## src/rtl/uart_pkg.sv

```systemverilog
// uart_pkg: shared UART baud-generation defaults used by the TX/RX datapaths.
package uart_pkg;

  // Default oversample factor (ticks per bit); must be a power of two >= 2.
  localparam int UART_OVS_DEFAULT    = 16;

  // Default widths of the integer and fractional parts of the baud divisor.
  localparam int UART_DIV_W          = 16;
  localparam int UART_FRAC_W         = 4;

  // Divisor after reset: 100 MHz / 115200 / 16 = 54.25 -> 54 + 4/16.
  localparam int UART_RESET_DIV_INT  = 54;
  localparam int UART_RESET_DIV_FRAC = 4;

endpackage

```

## src/rtl/uart_phase_counter.sv

```systemverilog
// uart_phase_counter: modulo-OVS counter with enable and synchronous clear.
// wrap is high while the count sits at its last value (OVS-1), so the caller
// can qualify its own advance strobe with it to find the final phase.
module uart_phase_counter
  import uart_pkg::*;
#(
  parameter int OVS = UART_OVS_DEFAULT
) (
  input  logic                   clk,
  input  logic                   reset,
  input  logic                   en,
  input  logic                   clr,
  output logic [$clog2(OVS)-1:0] phase,
  output logic                   wrap
);

  localparam int PH_W = $clog2(OVS);

  assign wrap = (phase == PH_W'(OVS - 1));

  // Phase register: clear wins over advance, and it wraps OVS-1 -> 0.
  always_ff @(posedge clk) begin
    if (reset) begin
      phase <= '0;
    end else if (clr) begin
      phase <= '0;
    end else if (en) begin
      phase <= wrap ? '0 : phase + PH_W'(1);
    end
  end

endmodule

```

## src/rtl/uart_frac_baud_gen.sv

```systemverilog
// uart_frac_baud_gen: fractional baud tick generator. Produces an oversample
// tick every div_int (+1 when the fractional accumulator carries) enabled
// clocks, and a bit tick on every OVS-th oversample tick. New divisors are
// held in a shadow register and only take effect at an interval boundary.
module uart_frac_baud_gen
  import uart_pkg::*;
#(
  parameter int DIV_W          = UART_DIV_W,
  parameter int FRAC_W         = UART_FRAC_W,
  parameter int OVS            = UART_OVS_DEFAULT,
  parameter int RESET_DIV_INT  = UART_RESET_DIV_INT,
  parameter int RESET_DIV_FRAC = UART_RESET_DIV_FRAC
) (
  input  logic                   clk,
  input  logic                   reset,
  input  logic                   ena,
  input  logic [DIV_W-1:0]       div_int,
  input  logic [FRAC_W-1:0]      div_frac,
  input  logic                   div_load,
  input  logic                   sync_clr,
  output logic                   os_tick,
  output logic                   bit_tick,
  output logic [$clog2(OVS)-1:0] os_phase,
  output logic                   cfg_err
);

  logic [DIV_W-1:0]  cnt;
  logic [FRAC_W-1:0] acc;
  logic [DIV_W-1:0]  div_int_act;
  logic [FRAC_W-1:0] frac_act;
  logic [DIV_W-1:0]  div_int_pend;
  logic [FRAC_W-1:0] frac_pend;
  logic              pend_valid;

  logic [FRAC_W:0]   acc_sum;
  logic              ext;
  logic [DIV_W:0]    limit;
  logic              terminal;
  logic              load_ok;
  logic              load_bad;
  logic              apply_pend;
  logic              phase_wrap;

  // The carry out of the fractional accumulator stretches this interval by one clock.
  assign acc_sum = {1'b0, acc} + {1'b0, frac_act};
  assign ext     = acc_sum[FRAC_W];

  // Last count value of the current interval, computed one bit wider so that
  // div_int_act - 1 + ext can never wrap.
  assign limit = {1'b0, div_int_act} - (DIV_W + 1)'(1) + (DIV_W + 1)'(ext);

  // >= rather than == so that a smaller divisor applied while ena is low
  // cannot leave cnt stranded above the new limit.
  assign terminal = ({1'b0, cnt} >= limit);

  assign os_tick  = ena & terminal & ~sync_clr & ~reset;
  assign bit_tick = os_tick & phase_wrap;

  assign load_ok  = div_load & (div_int != '0);
  assign load_bad = div_load & (div_int == '0);

  // A pending divisor is taken at the end of the running interval, or
  // straight away while counting is paused (nothing is in flight then).
  assign apply_pend = pend_valid & (~ena | terminal);

  // Cycle counter and fractional accumulator.
  always_ff @(posedge clk) begin
    if (reset) begin
      cnt <= '0;
      acc <= '0;
    end else if (sync_clr) begin
      cnt <= '0;
      acc <= '0;
    end else if (!ena) begin
      if (apply_pend) begin
        acc <= '0;
      end
    end else if (terminal) begin
      cnt <= '0;
      acc <= apply_pend ? '0 : acc_sum[FRAC_W-1:0];
    end else begin
      cnt <= cnt + DIV_W'(1);
    end
  end

  // Active divisor and its shadow; the shadow keeps reloads glitch-free.
  always_ff @(posedge clk) begin
    if (reset) begin
      div_int_act  <= DIV_W'(RESET_DIV_INT);
      frac_act     <= FRAC_W'(RESET_DIV_FRAC);
      div_int_pend <= '0;
      frac_pend    <= '0;
      pend_valid   <= 1'b0;
    end else if (sync_clr) begin
      pend_valid <= 1'b0;
      if (load_ok) begin
        div_int_act <= div_int;
        frac_act    <= div_frac;
      end else if (pend_valid) begin
        div_int_act <= div_int_pend;
        frac_act    <= frac_pend;
      end
    end else begin
      if (apply_pend) begin
        div_int_act <= div_int_pend;
        frac_act    <= frac_pend;
        pend_valid  <= 1'b0;
      end
      if (load_ok) begin
        div_int_pend <= div_int;
        frac_pend    <= div_frac;
        pend_valid   <= 1'b1;
      end
    end
  end

  // Sticky configuration error: set by a zero divisor, cleared by a good one.
  always_ff @(posedge clk) begin
    if (reset) begin
      cfg_err <= 1'b0;
    end else if (load_ok) begin
      cfg_err <= 1'b0;
    end else if (load_bad) begin
      cfg_err <= 1'b1;
    end
  end

  uart_phase_counter #(
    .OVS (OVS)
  ) u_phase (
    .clk   (clk),
    .reset (reset),
    .en    (os_tick),
    .clr   (sync_clr),
    .phase (os_phase),
    .wrap  (phase_wrap)
  );

endmodule

```

## config.mk

```make
export PLATFORM = sky130hd
export DESIGN_NAME = uart_frac_baud_gen
export DESIGN_NICKNAME = d
export VERILOG_FILES = /design/src/rtl/uart_pkg.sv /design/src/rtl/uart_phase_counter.sv /design/src/rtl/uart_frac_baud_gen.sv
export SDC_FILE = /design/constraint.sdc
export NUM_CORES = 1
export LEC_CHECK = 0
export CORE_ASPECT_RATIO = 1.4
export CORE_MARGIN = 4
export CORE_UTILIZATION = 37
export DETAILED_ROUTE_END_ITERATION = 6
export PLACE_DENSITY = 0.56
export SLEW_MARGIN = 40
export SYNTH_ARGS = -nofsm -noshare
export SYNTH_HDL_FRONTEND = slang
export SYNTH_SLANG_ARGS = --single-unit
```

## constraint.sdc

```tcl
create_clock -name clk -period 7.9 [get_ports clk]
set_input_delay 0.79 -clock clk [delete_from_list [all_inputs] [get_ports clk]]
set_output_delay 0.79 -clock clk [all_outputs]
set_load 0.005 [all_outputs]
```

Word-level counts from Yosys, hierarchy flattened. Index checks and enable logic that the tools add are counted. Widths: inputs -> output; s select.

Register bits after elaboration: 66. Latch bits: 0. Memory bits (writable): 0. Bits in read-only memories: 0. Input bits: 25. Output and inout bits: 7. Logic and storage cells: 55. Memories kept: 0.

Add/sub/neg operators: 5. Multipliers: 0. Divide/modulo/power cells: 0. Order comparisons: 1. Eq/ne operators: 3. Shift operators: 0. Muxes and demuxes: 16. Bitwise operators: 11. Reductions and logical operators: 10.

Operators by type and width (number): $mux 16 (5); $mux 4 (9); $add 17x1->17 (1); $ge 16x17->1 (1); $sub 16x1->17 const B (1); $add 16x1->16 const B (1); $logic_not 16->1 (1); $reduce_bool 16->1 (1); $and 1x1->1 (7); $reduce_and 2->1 (3); $reduce_bool 2->1 (3); $add 4x4->5 (1); $add 4x1->4 const B (1); $eq 4x4->1 const B (1); $reduce_or 2->1 (2); $ne 3x1->1 const B (1); $not 1->1 (3); $mux 1 (2); $ne 2x1->1 const B (1); $or 1x1->1 (1).

Logic depth before layout (Yosys ltp). Gate-level depths: netlist of the first run.

Depth after elaboration: 8. Depth in mapped cells: 19. Depth with buffers taken out: 17.

Modules after synthesis. Synthesis of the first run repeated with hierarchy kept, for this count alone.

Cells, all modules: 414. Area total of the unflattened synthesis: 3818.7 um^2.

By module, submodules not included: uart_frac_baud_gen (times used 1, cells each 395, area an instance 3638.5 um^2, seq. area each 1241.2 um^2); uart_phase_counter (times used 1, cells each 19, area an instance 180.2 um^2, seq. area each 80.1 um^2).

Worst setup path before layout of the first run. OpenSTA, ideal clock, no wires.

Path type: flip-flop to output port. Start point: register acc[0]. End point: output port bit_tick. Arrival time: 3.896 ns. Data required time: 7.110 ns. Setup slack: 3.214 ns. Stages on the path, launching flop included: 18. Buffers on the path: 0. Path through: dfxtp_1 -> ha_1 -> fa_1 -> a21o_1 -> a21oi_1 -> ha_1 -> ha_1 -> or4b_1 -> nand2b_1 -> nor4_1 -> xnor2_1 -> ha_1 -> nand2_1 -> nor3_1 -> o311ai_0 -> nand3_1 -> nand3_1 -> nor3_1.

Word-level cells in the longest chain between the ends: 7.

Ends and longest elaborated chain: start: declaration (RTL line uart_frac_baud_gen.sv:28) `logic [FRAC_W-1:0] acc;`; start signal: assignment (RTL line uart_frac_baud_gen.sv:80) `acc <= apply_pend ? '0 : acc_sum[FRAC_W-1:0];`; $add 4x4->5 (RTL line uart_frac_baud_gen.sv:45) `assign acc_sum = {1'b0, acc} + {1'b0, frac_act};`; $add 17x1->17 (RTL line uart_frac_baud_gen.sv:50) `assign limit = {1'b0, div_int_act} - (DIV_W + 1)'(1) + (DIV_W + 1)'(ext);`; $ge 16x17->1 (RTL line uart_frac_baud_gen.sv:54) `assign terminal = ({1'b0, cnt} >= limit);`; $and 1x1->1 (3 in series) (RTL line uart_frac_baud_gen.sv:56) `assign os_tick = ena & terminal & ~sync_clr & ~reset;`; $and 1x1->1 (RTL line uart_frac_baud_gen.sv:57) `assign bit_tick = os_tick & phase_wrap;`; end: declaration (RTL line uart_frac_baud_gen.sv:22) `output logic bit_tick,`.

No other way between the ends.

Worst setup path in the final report of the first run. Ends and elaborated chain as after synthesis.

==> results.toml, run 1 <==
[detailed_routing]
first_pass_iters = 4
met3_wirelength_um = 194
wl_met1_mm = 3.55
drt-initial-drc-count = 91
antenna_left = 0
wl_met2_mm = 3.75
vias_per_cell = 5.20
vias = 2975
highest_layer = "met4"
drc = 0
wirelength_mm = 7.69
wl_per_cell_um = 13.4

[die]
dieArea_um2 = 11600
row_count = 42
start_util = 0.382
core_region_area_um2 = 9560
io_pins = 32
die_w_um = 92.0
fp.dieH_um = 126

[timing]
rsz0062_at_grt = "false"
maxSlewHeadroom = 0.491
setup_viol = 0
worstMarginPinSlew_ns = 0.763
tns_ns = 0
hold_viol = 0
clock.fmax_ghz = 0.164
slew_viol_final = 0
skew_ns = 0.00603
setup_slack_ns = 1.81
post-route-period-util = 0.771
finalCriticalPeriod_ns = 6.09

[pwr]
power_per_cell_area_nw_per_um2 = 196
power.leakage_nw = 1.63
vdd_ir_drop_max_uv = 112

[logic_synthesis]
synth-seq-cells = 66
synth_area_leaders = "dfxtp_1 36%, mux2i_1 10%, ha_1 8.2%"
yosys_warnings = 0
synth.distinct_cells = 42
yosys.area.top_type = "dfxtp_1"
post_synth.cell_area_avg_um2 = 8.94
syn_area_um2 = 3650
synthCells = 409
async_reset_ff_frac = 0
ys_seq_area_frac = 0.362
synth_top_flop_cell = "dfxtp_1"
synth_top_area_frac = 0.362
synth_edf_count = 0
synth_fp_nets = 459

[setup_path]
arrival_ns = 5.30
crit_fanout = 5
crit_type = "reg -> out"
start_kind = "register"
r2r_start = "acc[0]"
r2r_cells = 18
rrSetupSlack_ns = 2.60
endpoint_kind = "output pin"
worstReg2RegEnd = "div_int_act[13]"
worstPathRequired_ns = 7.11

[clock_network]
cts_num_sinks = 66
h-tree-depth = 3
clkTransAtPathRegs_ns = 0.06
cts_setup_buffers = 0
numCtsBuffers = 9
cts_tree = "yes"
clockBufferDepth = 2
cts_hold_buffers = 0
clk_latency_ns = 0.33
cts_root_buffer = "clkbuf_16"
cts-resized-gates = 0

[global_routing]
grt_max_degree = 49
overflow = 0
antenna_found_initial = 0
grt_pass1_vias = 2894
grtUsageTotal = 0.145
grt_pass1_wl_mm = 13.6

[cells_and_area]
final_core_util = 0.459
final_cell_mix = "66 x dfxtp_1, 53 x nor2_1, 38 x mux2i_1"
nFillCells = 962
nets = 485
area_delta_synth_final_pct = 20.2
drive_above_1_share = 0.0795
layout_commonest_cell = "dfxtp_1"
antenna_cells = 0

[worst_hold_path]
whs_path_depth = 2
worst_hold_startpoint = "div_int_pend[2]"
min_to = "div_int_pend[2]"
hold_path.class = "reg -> reg"

[placed_design]
gp_congestion = 0.788
port_buffers = 31
post-place-ws_ns = 2.09
hpwlAfterDp_mm = 5.68

[outcome]
status = "finished clean"

[flow_run]
maxCapViolations = 0
==> worst max path at each step <==
| stage | start | to | depth (start not counted) |
|---|---|---|---|
| after CTS | acc[0] | bit_tick | 18 |
| after global placement | acc[0] | bit_tick | 18 |
| after floorplan | acc[0] | bit_tick | 17 |
| final | acc[0] | bit_tick | 18 |
| after global routing | acc[0] | bit_tick | 18 |
| after detailed placement | acc[0] | bit_tick | 18 |
==> area by class of cell <==
type                    count  area [µm²]  area share
clock buffers              10         239      0.0544
multi-input cells         315        2230       0.508
inverters                   7        26.3     0.00598
flip-flops and latches     66        1320       0.301
well taps                 132         165      0.0376
repair buffers             36         345      0.0786
clock inverters             6        66.3      0.0151
==> critical path: stages (launching register included) <==
cell and delay [ns]:
dfxtp_1 0.32, ha_1 0.22, fa_1 0.41, a21o_1 0.17, a21oi_1 0.14, ha_1 0.19
ha_1 0.20, or4b_1 0.50, nand2b_1 0.27, nor4_1 0.29, xnor2_1 0.13, ha_1 0.30
nand2_1 0.07, nor3_1 0.25, o311ai_0 0.28, nand3_1 0.21, nand3_1 0.23, nor3_1 0.26
clkdlybuf4s50_1 0.53
==> routing by layer <==
metal,vias up,track usage
met1,1381,0.176
met3,14,0.0294
li1,1540,-
met4,0,0.0761
met5,-,0
met2,40,0.240
==> registers in the layout, indices dropped and copies added, names as in the netlist <==
signal / cells
div_int_act: 16
frac_pend: 4
frac_act: 4
cfg_err: 1
pend_valid: 1
div_int_pend: 16
acc: 4
cnt: 16
u_phase.phase: 4
==> power by group <==
group	total, mW	switching [mW]	internal (mW)
Combinational	0.0968	0.0507	0.0461
Sequential	0.360	0.0128	0.348
Clock	0.402	0.149	0.252
==> synthesized netlist by cell type (all sizes together) (2+ instances only) <==
master,n
mux2i,38
dfxtp,66
o31ai,2
xnor2,15
or2,3
clkbuf,15
a31oi,2
nor4,12
o311ai,2
o2111ai,2
o211ai,6
and3,3
o21ai,2
or3,2
nor3,21
nor2,54
nor2b,8
xor2,15
buf,6
a21oi,15
o21a,3
ha,24
nand2,29
and4,3
inv,7
a211oi,22
or4,4
nand3,10
nand4,8
a21o,3
==> cell families (layout without fill, tap and decap cells) <==
| kind of cell | after synthesis | in the layout | synth area share |
|---|---|---|---|
| AND/OR/NAND/NOR | 159 | 159 | 0.214 |
| adder cells (fa/ha/maj) | 25 | 25 | 0.0876 |
| XOR/XNOR | 30 | 30 | 0.0719 |
| AO/OA/AOI/OAI | 63 | 63 | 0.128 |
| multiplexers | 38 | 38 | 0.104 |
| buffers and inverters | 28 | 59 | 0.0329 |
| flip-flops | 66 | 66 | 0.362 |
==> per-stage QoR <==
step	cell area (µm²)	hold WS [ns]	cells	total power, mW
finish	4390	0.484	572	0.859
global route	4390	0.514	572	0.902
detailed placement	4090	0.479	556	0.466
floorplan	3650	0.452	409	0.433
global placement	4090	0.466	556	0.463
CTS	4390	0.492	572	0.872
Power figures use the tool's default switching activity.
==> run 2: changes to the inputs <==
- clock period: 7.9 -> 5.8 ns (I/O delays scaled with it)
==> run 2 against run 1 <==
Compared with the run above:
- count of clock-buffer cells in the layout is 2 higher
- routed wire length increased by 1.2%
- final cell count increased by 0.35%
- global-route usage is 0.28 points lower
- clock power grew 37%
- flip-flop and latch count stayed put
- sequential share of layout area fell by 0.41 points
- largest cell class unchanged
==> results.toml, run 2 (same netlist as run 1, synthesis figures left out) <==
[placed_design]
gp_congestion = 0.779
port_buffers = 31
placed_cells = 558
hpwlAfterDp_mm = 5.73
post_dp_cell_area_um2 = 4100
post-place-ws_ns = 0.186

[detailed_routing]
wirelength_mm = 7.78
drt-initial-drc-count = 107
drc = 0
wl_per_cell_um = 13.6
antenna_left = 0
vias_per_cell = 5.15
vias = 2956
first_pass_iters = 5

[setup_path]
start_kind = "register"
arrival_ns = 4.93
crit_type = "reg -> out"
worstPathRequired_ns = 5.22
endpoint_kind = "output pin"
crit_fanout = 5

[global_routing]
grt_pass1_vias = 2808
overflow = 0
grtUsageTotal = 0.142
grt_pass1_wl_mm = 13.4
grt_max_degree = 49
antenna_found_initial = 0

[timing]
skew_ns = 0.00646
fin_hold_ws_ns = 0.484
setup_slack_ns = 0.294
worstMarginPinSlew_ns = 0.732
post-route-period-util = 0.949
slew_viol_final = 0
maxSlewHeadroom = 0.510
hold_viol = 0
clock.fmax_ghz = 0.182
setup_viol = 0
tns_ns = 0
rsz0062_at_grt = "false"
finalCriticalPeriod_ns = 5.51

[pwr]
power_frac_comb = 0.115
p_int_mw = 0.893
swShare = 0.242
total_power_mw = 1.18
vdd_ir_drop_max_uv = 195
power_frac_seq = 0.417
p_switching_mw = 0.286
power_per_cell_area_nw_per_um2 = 265
power_frac_clock = 0.468
power.leakage_nw = 1.65

[cells_and_area]
multiInputGateArea_um2 = 2270
final_core_util = 0.466
nets = 487
antenna_cells = 0
largestRegisters = "cnt (16), div_int_act (16), div_int_pend (16)"
drive_above_1_share = 0.0950
final_cell_mix = "66 x dfxtp_1, 53 x nor2_1, 38 x mux2i_1"
layout_commonest_cell = "dfxtp_1"
register_area_um2 = 1320
layout.cells.non_filler = 574
nFillCells = 993
area_delta_synth_final_pct = 21.9
design_area_um2 = 4450

[clock_network]
cts_hold_buffers = 0
cts_root_buffer = "clkbuf_16"
h-tree-depth = 3
clkTransAtPathRegs_ns = 0.05
numCtsBuffers = 9
cts_tree = "yes"
cts_setup_buffers = 0
clockBufferDepth = 2
clk_latency_ns = 0.33
cts_num_sinks = 66

[die]
io_pins = 32
core_region_area_um2 = 9560
row_count = 42
start_util = 0.382
die_w_um = 92.0
dieArea_um2 = 11600
fp.dieH_um = 126

[flow_run]
maxCapViolations = 0

[outcome]
status = "finished clean"

[worst_hold_path]
hold_path.class = "reg -> reg"
run 2: final cells by class:
class / count / area share
Multi-Input combinational cell: 315 / 0.511
Sequential cell: 66 / 0.297
Timing Repair Buffer: 38 / 0.0809
Clock buffer: 12 / 0.0576
Tap cell: 132 / 0.0371
Clock inverter: 4 / 0.0112
Inverter: 7 / 0.00590
run 2: path summary, 6_finish.rpt:
path / slack [ns] / start / end / cells after the start
max: 0.29 / acc[0] / bit_tick / 18
min: 0.48 / div_int_pend[2] / div_int_pend[2] / 2
max reg2reg: 1.11 / acc[0] / acc[0] / 17
min reg2reg: 0.48 / div_int_pend[2] / div_int_pend[2] / 2
run 2: worst max-delay path: stages (launching register included):
cell,delay [ns]
dfxtp_1,0.32
ha_1,0.22
fa_1,0.41
a21o_1,0.17
a21oi_1,0.14
ha_1,0.21
ha_1,0.21
or4b_1,0.50
nand2b_2,0.28
nor4_4,0.19
xnor2_1,0.10
ha_1,0.30
nand2_1,0.08
nor3_2,0.21
o311ai_1,0.19
nand3_1,0.21
nand3_4,0.14
nor3_2,0.19
clkdlybuf4s50_1,0.52
run 2: power by group through the flow:
| stage | clock network (mW) | registers [mW] | logic, mW |
|---|---|---|---|
| after floorplan | 0 | 0.496 | 0.0938 |
| after detailed placement | 0 | 0.501 | 0.134 |
| after global routing | 0.590 | 0.495 | 0.151 |
| final | 0.551 | 0.492 | 0.135 |
| after CTS | 0.563 | 0.491 | 0.136 |
| after global placement | 0 | 0.500 | 0.132 |
run 2: per-layer routing:
| layer | wire length [µm] | GRT usage |
|---|---|---|
| met4 | 147 | 0.0577 |
| met3 | 243 | 0.0361 |
| met1 | 3560 | 0.168 |
| met2 | 3840 | 0.243 |
| met5 | 0 | 0 |
run 2: repair_timing:
action / CTS / global route
endpoints found under the hold margin: 0 / 0
pin swaps: 0 / 2
endpoints found under the setup margin: 2 / 2
gates resized for setup: 3 / 7
==> run 3: changes to the inputs <==
- CAP_MARGIN: unset -> 20
==> results of run 3 <==
Final layout, timing and power as in run 2 (identical DEF).
